`src/rtl/fetch_redirect_ctrl.sv`:
```
// Fetch-stage redirect arbiter, IF flush/branch/stall driver and stale I-cache response filter.
// Optional build macro REDIRECT_REG_EN registers the selected redirect (one-cycle latency).
module fetch_redirect_ctrl #(
    parameter int MAX_OUTSTANDING = 4,
    parameter int ADDR_WIDTH      = 32
) (
    input  logic                  clk,
    input  logic                  rst,
    input  logic                  exc_valid,
    input  logic [ADDR_WIDTH-1:0] exc_pc,
    input  logic                  mispred_valid,
    input  logic [ADDR_WIDTH-1:0] mispred_pc,
    input  logic                  id_redir_valid,
    input  logic [ADDR_WIDTH-1:0] id_redir_pc,
    input  logic                  bp_valid,
    input  logic [ADDR_WIDTH-1:0] bp_pc,
    input  logic                  req_fire,
    input  logic                  resp_valid,
    output logic                  flush,
    output logic [ADDR_WIDTH-1:0] flush_pc,
    output logic                  branch,
    output logic [ADDR_WIDTH-1:0] predict_pc,
    output logic                  stall,
    output logic                  resp_drop,
    output logic                  kill_id,
    output logic                  kill_ex
);

    localparam int CNT_W = $clog2(MAX_OUTSTANDING + 1);
    localparam logic [CNT_W-1:0] MAX_CNT = CNT_W'(MAX_OUTSTANDING);

    typedef enum logic {
        RUN,
        DRAIN
    } state_e;

    state_e           state_q, state_d;
    logic [CNT_W-1:0] out_cnt_q, out_cnt_d;
    logic [CNT_W-1:0] drop_cnt_q, drop_cnt_d;

    logic                  src_redir;
    logic [ADDR_WIDTH-1:0] src_pc;
    logic                  redir;

    always_comb begin
        src_redir = exc_valid | mispred_valid | id_redir_valid;
        src_pc    = '0;
        if (exc_valid) begin
            src_pc = exc_pc;
        end else if (mispred_valid) begin
            src_pc = mispred_pc;
        end else if (id_redir_valid) begin
            src_pc = id_redir_pc;
        end
    end

`ifdef REDIRECT_REG_EN
    logic                  redir_q, redir_d;
    logic [ADDR_WIDTH-1:0] redir_pc_q, redir_pc_d;
    logic                  kill_id_q, kill_id_d;
    logic                  kill_ex_q, kill_ex_d;

    // A source arriving while a registered flush issues simply lands in the next cycle's slot.
    always_comb begin
        redir_d    = src_redir;
        redir_pc_d = src_pc;
        kill_ex_d  = exc_valid;
        kill_id_d  = exc_valid | mispred_valid;
    end

    always_ff @(posedge clk or negedge rst) begin
        if (!rst) begin
            redir_q    <= 1'b0;
            redir_pc_q <= '0;
            kill_id_q  <= 1'b0;
            kill_ex_q  <= 1'b0;
        end else begin
            redir_q    <= redir_d;
            redir_pc_q <= redir_pc_d;
            kill_id_q  <= kill_id_d;
            kill_ex_q  <= kill_ex_d;
        end
    end

    assign redir    = redir_q;
    assign flush_pc = redir_pc_q;
    assign kill_id  = kill_id_q;
    assign kill_ex  = kill_ex_q;
    assign branch   = bp_valid & ~src_redir & ~redir_q;
`else
    assign redir    = src_redir;
    assign flush_pc = src_pc;
    assign kill_id  = exc_valid | mispred_valid;
    assign kill_ex  = exc_valid;
    assign branch   = bp_valid & ~src_redir;
`endif

    assign flush      = redir;
    assign predict_pc = bp_pc;
    assign stall      = (state_q == DRAIN) | (out_cnt_q == MAX_CNT);

    // Protocol violations leave the counter saturated rather than wrapping.
    always_comb begin
        out_cnt_d = out_cnt_q;
        if (req_fire && !resp_valid && out_cnt_q != MAX_CNT) begin
            out_cnt_d = out_cnt_q + CNT_W'(1);
        end else if (resp_valid && !req_fire && out_cnt_q != '0) begin
            out_cnt_d = out_cnt_q - CNT_W'(1);
        end
    end

    always_comb begin
        state_d    = state_q;
        drop_cnt_d = drop_cnt_q;
        resp_drop  = 1'b0;
        case (state_q)
            RUN: begin
                resp_drop = resp_valid & redir;
                if (redir) begin
                    drop_cnt_d = out_cnt_d;
                    if (out_cnt_d != '0) begin
                        state_d = DRAIN;
                    end
                end
            end
            DRAIN: begin
                resp_drop = resp_valid;
                if (redir) begin
                    drop_cnt_d = out_cnt_d;
                end else if (resp_valid && drop_cnt_q != '0) begin
                    drop_cnt_d = drop_cnt_q - CNT_W'(1);
                end
                if (drop_cnt_d == '0) begin
                    state_d = RUN;
                end
            end
            default: begin
                state_d = RUN;
            end
        endcase
    end

    always_ff @(posedge clk or negedge rst) begin
        if (!rst) begin
            state_q    <= RUN;
            out_cnt_q  <= '0;
            drop_cnt_q <= '0;
        end else begin
            state_q    <= state_d;
            out_cnt_q  <= out_cnt_d;
            drop_cnt_q <= drop_cnt_d;
        end
    end

    req_overflow_a: assert property (@(posedge clk) disable iff (!rst)
        !(req_fire && out_cnt_q == MAX_CNT));
    resp_underflow_a: assert property (@(posedge clk) disable iff (!rst)
        !(resp_valid && out_cnt_q == '0));
    drop_le_out_a: assert property (@(posedge clk) disable iff (!rst)
        drop_cnt_q <= out_cnt_q);

endmodule

```
`config.mk`:
```
export PLATFORM = sky130hd
export DESIGN_NAME = fetch_redirect_ctrl
export DESIGN_NICKNAME = d
export VERILOG_FILES = /design/src/rtl/fetch_redirect_ctrl.sv
export SDC_FILE = /design/constraint.sdc
export NUM_CORES = 1
export LEC_CHECK = 0
export BUFFER_PORTS_ARGS = -buffer_cell sky130_fd_sc_hd__buf_2
export CAP_MARGIN = 40
export CORE_AREA = 2 2 80 82
export CTS_CLUSTER_DIAMETER = 100
export DETAILED_ROUTE_END_ITERATION = 12
export DIE_AREA = 0 0 82 84
export PLACE_DENSITY_LB_ADDON = 0.05
export SLEW_MARGIN = 20
export SYNTH_ARGS = -nofsm -noshare
export SYNTH_HDL_FRONTEND = slang
export SYNTH_SLANG_ARGS = --single-unit
```
`constraint.sdc`:
```
create_clock -name clk -period 3.1 [get_ports clk]
set_clock_uncertainty 0.1 [all_clocks]
set_input_delay 0.62 -clock clk [delete_from_list [all_inputs] [get_ports clk]]
set_output_delay 0.62 -clock clk [all_outputs]
set_load 0.03 [all_outputs]
```
Yosys cells after proc, flatten, opt, wreduce, memory -nomap -nowiden
Cells that the tools add are included.

Register bits after elaboration: 7. Input port bits: 136. Output and inout bits: 70. Logic and storage cells: 42.

$add $sub $neg: 3. Equality and inequality tests: 3. Muxes and demuxes: 15. Bitwise logic cells: 7. Reductions and logical operators: 11.

Operators with widths (number): two-way mux 32 bit (3); two-way mux 3 bit (6); nonzero test 3 bit (3); one-hot mux 3 bit (2 select lines) (1); subtractor 3 x 1 -> 3 bit (second input constant) (2); logical AND 1 bit (5); one-hot mux 1 bit (2 select lines) (2); adder 3 x 1 -> 3 bit (second input constant) (1); == test 3 bit (second input constant) (1); zero test 3 bit (1); two-way mux 1 bit (3); inequality test 3 bit (second input constant) (1); OR 1 bit (3); bitwise AND 1 bit (2); zero test 1 bit (2); inequality test 2 bit (second input constant) (1); inverter 1 bit (2).

Longest topological paths before layout
Gate-level depths: netlist (run 1).

Depth after elaboration: 10. Mapped depth: 7. Gate-level depth less buffers: 7.

Least setup slack after synthesis (run 1)
Ideal clock, no wire load.

Path type: input to output. Start: in mispred_valid. End: out flush_pc[10]. Arrival time: 1.979 ns. Required time: 2.380 ns. Slack: 0.401 ns. Cell stages on the path: 6. Path buffers: 3. Cells stage by stage: buf_2 nor2b_1 clkbuf_1 buf_2 a22oi_1 o21ai_0.

Cells in the longest elaborated chain, start to end: 2.

Ends and longest elaborated chain: from (decl) (RTL line 11) `input logic mispred_valid,`; two-way mux 32 bit (RTL line 50) `end else if (mispred_valid) begin`; two-way mux 32 bit (RTL line 48) `if (exc_valid) begin`; to (decl) (RTL line 20) `output logic [ADDR_WIDTH-1:0] flush_pc,`.

Every way passes these cells.

Worst setup path after layout (run 1)
Start: in mispred_valid. End: out flush_pc[14].

The elaborated chain is that of the path after synthesis.

==> impl_metrics.toml, run 1 <==
[cts]
postCtsResizedCells = 0
cts_made_buffers = 3
cts_buffer_depth = 2
clk_pin_slew_ps = 40
cts-htree-levels = 1
insertion_delay_ps = 230
cts_num_sinks = 7
cts_tree = "done"
cts_setup_buffers = 0
cts.hold.buffers_added = 0
root_buffer = "clkbuf_8"

[final_layout]
regArea_um2 = 175
fin_nets = 452
layout_common_cells = "buf_2, a22oi_1, nand2_1"
nFillCells = 686
syn_to_final_growth_pct = 37.0
insertedDiodeCount = 0
drive_gt1_frac = 0.513
final_area_um2 = 2030
multi_input_area_um2 = 933
final_common_cell = "buf_2"

[pwr]
p_leak_uw = 0.00107
ir_drop_mv = 0.278
p_total_uw = 980
power_density_nw_per_um2 = 482

[floorplan]
die_width_um = 82
core-area_um2 = 6100
die_h_um = 84
dieArea_um2 = 6890
start_util = 0.243
io_pins = 206
rows = 29

[synth]
yosys_warnings = 0
ys.flop_type = "dfrtp_1"
synth_cell_types = 38
synth_edf_count = 0
syn_avg_cell_area_um2 = 7.06
syn_area_um2 = 1480
synth_seq_area_share = 0.118
synth_top_area_cell = "a22oi_1"
async_flop_share = 1.00
syn-instance-count = 210
synth_area_leaders = "a22oi_1, buf_4, dfrtp_1"
netlist.area_leader.share = 0.167
synth-seq-cells = 7
syn_nets = 351

[critical_path]
reg2reg_slack_ps = 1130
slowest_stage = "nor2b_2"
endpoint = "flush_pc[14]"
reg2reg_depth = 6
cp_max_fo = 17
cp-end-kind = "output pin"
arrival_ps = 1890
crit_path_cell_trace = "buf_2, nor2b_2, buf_4, a22oi_1, o21ai_0, buf_2"
setup.worst_path.start = "mispred_valid"
worstReg2RegEnd = "state_q"
startpoint_type = "input port"
reg2reg_from = "out_cnt_q[1]"
cp.required_ps = 2380
cp_common_cell = "buf_2"
slowest_delay_ps = 320
critPathKind = "in -> out"

[status]
outcome = "finished, final reports clean"

[routing]
met3WireLength_um = 549
drtIter0Drc = 93
drc = 0
via_count = 1836
routed_wl_mm = 6.68
met1_length_mm = 2.13
first_pass_iters = 4
vias_per_cell = 4.74
wire_per_inst_um = 17.2
top_layer = "met4"
wl_met2_mm = 3.68
postRouteAntennaNets = 0

[placement]
dpl_cell_area_um2 = 1990
place.gp.congestion = 0.811
port_buffers = 141
dp_hpwl_mm = 5.70

[timing]
post-route-period-util = 0.841
hold_violations = 0
period_minus_slack_ps = 2610
setup_viol = 0
slew_violations = 0
tightest_slew_ps = 372
slew_headroom = 0.751
fin_hold_ws_ps = 115
fmax_mhz = 384
fin_tns_setup_ps = 0
rsz0062_at_grt = "no"

[global_route]
antenna_found_initial = 0
grt_pass1_wl_mm = 9.50
grt_pass1_vias = 1694
grt_util_all_layers = 0.185
grt.overflow.total = 0
grt_max_degree = 42

[run]
drv_cap = 0

[min_path]
hold_class = "in -> async"
per-layer routing:
layer,global-route usage,vias up
li1,-,917
met1,0.183,793
met2,0.344,114
met3,0.0444,12
met4,0.0924,0
met5,0,-
logic make-up after synthesis:
group                      count (synthesis)  synth area share
adders and majority gates                  5            0.0422
muxes                                      1           0.00675
AOI/OAI and AO/OA                         79             0.365
xor gates and xnor gates                   3            0.0177
buffers and inverters                     60             0.254
DFF                                        7             0.118
and+or+nand+nor                           55             0.197
worst min-delay path by stage:
stage | startpoint | to | slack, ps | cells after the start
6_report | rst | state_q | 120 | 1
5_1_grt | rst | state_q | 120 | 1
4_1_cts | rst | state_q | 120 | 1
3_5_place_dp | rst | drop_cnt_q[0] | 360 | 1
3_3_place_gp | rst | drop_cnt_q[0] | 360 | 1
2_1_floorplan | rst | drop_cnt_q[0] | 220 | 0
cells in the mapped netlist (all sizes together), types with 2 or more instances:
master / number
clkbuf: 10
nor2b: 4
nand2: 32
nor2: 6
nand2b: 2
dfrtp: 7
a21oi: 3
nor4b: 2
inv: 10
a211oi: 2
a22oi: 34
buf: 40
xnor2: 3
a31oi: 2
ha: 5
o21ai: 32
power breakdown:
| part | switching [uW] | internal, uW | leakage (uW) | total, uW |
|---|---|---|---|---|
| Combinational | 374 | 283 | 0.000969 | 656 |
| Sequential | 58.1 | 140 | 0.0000806 | 198 |
| Clock | 36.9 | 88.7 | 0.0000228 | 126 |
state kept, by name, summed over array words and instances, names as in the netlist:
| name | flops |
|---|---|
| drop_cnt_q | 3 |
| out_cnt_q | 3 |
| state_q | 1 |
area by class of cell:
| type | count | share of cell area |
|---|---|---|
| inverters | 10 | 0.0185 |
| well taps | 77 | 0.0474 |
| multi-input cells | 143 | 0.460 |
| flip-flops and latches | 7 | 0.0863 |
| repair buffers | 146 | 0.366 |
| clock buffers | 4 | 0.0222 |
critical path: cells and delay by family:
family	cells	cell delay, ps
compound gates	2	290
buf+inv	3	650
simple gates	1	320
metrics by stage:
stage | std cells | util | setup slack [ps]
2_1_floorplan | 210 | - | 401
5_1_grt | 387 | 0.333 | 391
3_5_place_dp | 383 | 0.326 | 480
3_3_place_gp | 383 | 0.326 | 518
4_1_cts | 387 | 0.333 | 473
6_report | 387 | 0.333 | 494
Power figures use the tool's default switching activity.
==> run 2: changes to the inputs <==
ABC_AREA = 1   (was unset)
clock period = 2.2 ns   (was 3.1 ns; I/O delays follow)
==> run 2 against run 1 <==
  * Clock-buffer cell count stayed put
  * Synthesized cell count is 8.1% higher
  * Critical path type unchanged
  * Register-to-register slack worse by 650 ps
  * Highest routed layer unchanged
  * Design area is 2.6% higher
  * Clock power is 40% higher
==> impl_metrics.toml, run 2 <==
[status]
outcome = "finished, final reports clean"

[cts]
cts-htree-levels = 1
cts_buffer_depth = 2
root_buffer = "clkbuf_8"
insertion_delay_ps = 220
cts_made_buffers = 3
cts_tree = "done"
postCtsResizedCells = 0
clk_pin_slew_ps = 40
cts_num_sinks = 7

[synth]
synth_most_common_cell = "nand2_1"
netlist.area_leader.share = 0.169
syn-instance-count = 227
synth_cell_types = 23
async_flop_share = 1.00
syn_area_um2 = 1460
synth_seq_area_share = 0.120
ys.flop_type = "dfrtp_1"
synth_area_leaders = "buf_4, a22oi_1, nand2_1"
yosys_warnings = 0
syn_avg_cell_area_um2 = 6.45
syn_nets = 368
synth_edf_count = 0
synth_top_area_cell = "buf_4"
synth-seq-cells = 7
ys_top_cells_by_count = "nand2_1, buf_4, a22oi_1, o21ai_0, inv_1"

[routing]
first_pass_iters = 4
wire_per_inst_um = 12.4
drc = 0
via_count = 1848
vias_per_cell = 4.50
routed_wl_mm = 5.11
postRouteAntennaNets = 0
drtIter0Drc = 31

[pwr]
p_switching_uw = 582
ir_drop_mv = 0.252
power_density_nw_per_um2 = 577
swShare = 0.484
p_int_uw = 620
p_total_uw = 1200
comb_power_share = 0.651
clkPwrFrac = 0.146
p_seq_frac = 0.203
p_leak_uw = 0.00117

[final_layout]
layout.cells.non_filler = 411
insertedDiodeCount = 0
top_regs = "drop_cnt_q: 3 flops, out_cnt_q: 3 flops, state_q: 1 flops"
final_common_cell = "buf_2"
fin_nets = 476
syn_to_final_growth_pct = 42.3
drive_gt1_frac = 0.509
layout_common_cells = "buf_2, nand2_1, a22oi_1"

[global_route]
grt.overflow.total = 0
grt_max_degree = 35
grt_pass1_vias = 1798
grt_pass1_wl_mm = 7.93
antenna_found_initial = 0
grt_util_all_layers = 0.144

[timing]
tightest_slew_ps = 303
setup_viol = 0
slew_headroom = 0.797
fmax_mhz = 503
slew_violations = 0
period_minus_slack_ps = 1990
hold_violations = 0
fin_tns_setup_ps = 0
post-route-period-util = 0.903
rsz0062_at_grt = "no"

[floorplan]
die_width_um = 82
rows = 29
io_pins = 206
dieArea_um2 = 6890
start_util = 0.240
die_h_um = 84
core-area_um2 = 6100

[critical_path]
crit_path_cell_trace = "buf_2, nor2_4, buf_12, a22oi_1, o21ai_0, buf_2"
crit_buf_inv = 3
cp_common_cell = "buf_2"
startpoint_type = "input port"
critPathKind = "in -> out"
cp.required_ps = 1660
slowest_delay_ps = 250
arrival_ps = 1450
cp_top_family = "buffers and inverters"
cp_max_fo = 26
cp-end-kind = "output pin"
slowest_stage = "buf_2"

[placement]
place.gp.congestion = 0.809
dp.cells = 406
dp_hpwl_mm = 4.32
port_buffers = 141

[min_path]
hold_class = "reg -> reg"

[run]
drv_cap = 0
-- run 2: cell count changes after synthesis, sizes merged, moves of 3 or more --
cell    change
clkbuf      -4
inv        +10
nand2      +25
nand3      +10
nor2b       -4
o211ai      +3
o21ai       +4
xnor2       -3
-- run 2: logic make-up (layout without fill, tap and decap cells) --
family	Yosys count	after routing	share of synthesized area
and+or+nand+nor	75	75	0.246
buffers and inverters	67	174	0.275
DFF	7	7	0.120
AOI/OAI and AO/OA	73	73	0.316
adders and majority gates	5	5	0.0427
-- run 2: layout make-up --
type	count	area, um^2
sequential	7	175
fill	691	4010
clock buffer	4	45.0
timing repair buffer	150	801
tap	77	96.3
inverter	20	80.1
multi-input combinational	153	886
-- run 2: through the flow --
stage	utilization	setup WS [ps]	cell area (um^2)	hold slack (ps)
global route	0.342	145	2080	444
floorplan	-	33.7	1460	44.4
global placement	0.333	209	2030	184
CTS	0.342	188	2080	412
detailed placement	0.333	195	2030	186
finish	0.342	213	2080	406
-- run 2: metal layers --
metal,share of wire,up-vias,track usage
li1,-,957,-
met5,0,-,0
met2,0.53,80,0.269
met4,0.020,0,0.0545
met3,0.081,10,0.0292
met1,0.37,801,0.152
-- run 2: timing repair --
action	in CTS	in global routing
endpoints found under the setup margin	0	0
setup buffers	0	0
hold endpoints to repair	7	0
hold buffers	1	0
-- run 2: final timing paths --
path                               startpoint             to  slack, ps  cells after the start
worst max register to register  drop_cnt_q[0]        state_q        480                     11
max in group asynchronous                 rst   out_cnt_q[0]       1360                      2
min in group asynchronous                 rst  drop_cnt_q[2]        490                      2
worst min register to register        state_q        state_q        410                      2
worst min-delay path                  state_q        state_q        410                      2
worst max-delay path            mispred_valid    flush_pc[1]        210                      6
-- run 2: power groups by stage --
stage               clock (uW)  combinational [uW]  sequential, uW
floorplan                    0                 656             237
global placement             0                 804             248
detailed placement           0                 793             246
CTS                        184                 799             244
global route               190                 885             259
finish                     176                 782             244
-- run 2: worst register-to-register path, stage by stage, from the launching register on --
cell and delay [ps]:
dfrtp_1 400, inv_1 60, ha_1 190, ha_1 210
nor2_4 140, inv_1 90, nand2_1 70, o211ai_1 80
nand2_1 100, nand3_1 80, nand2_1 60, nand2_1 40
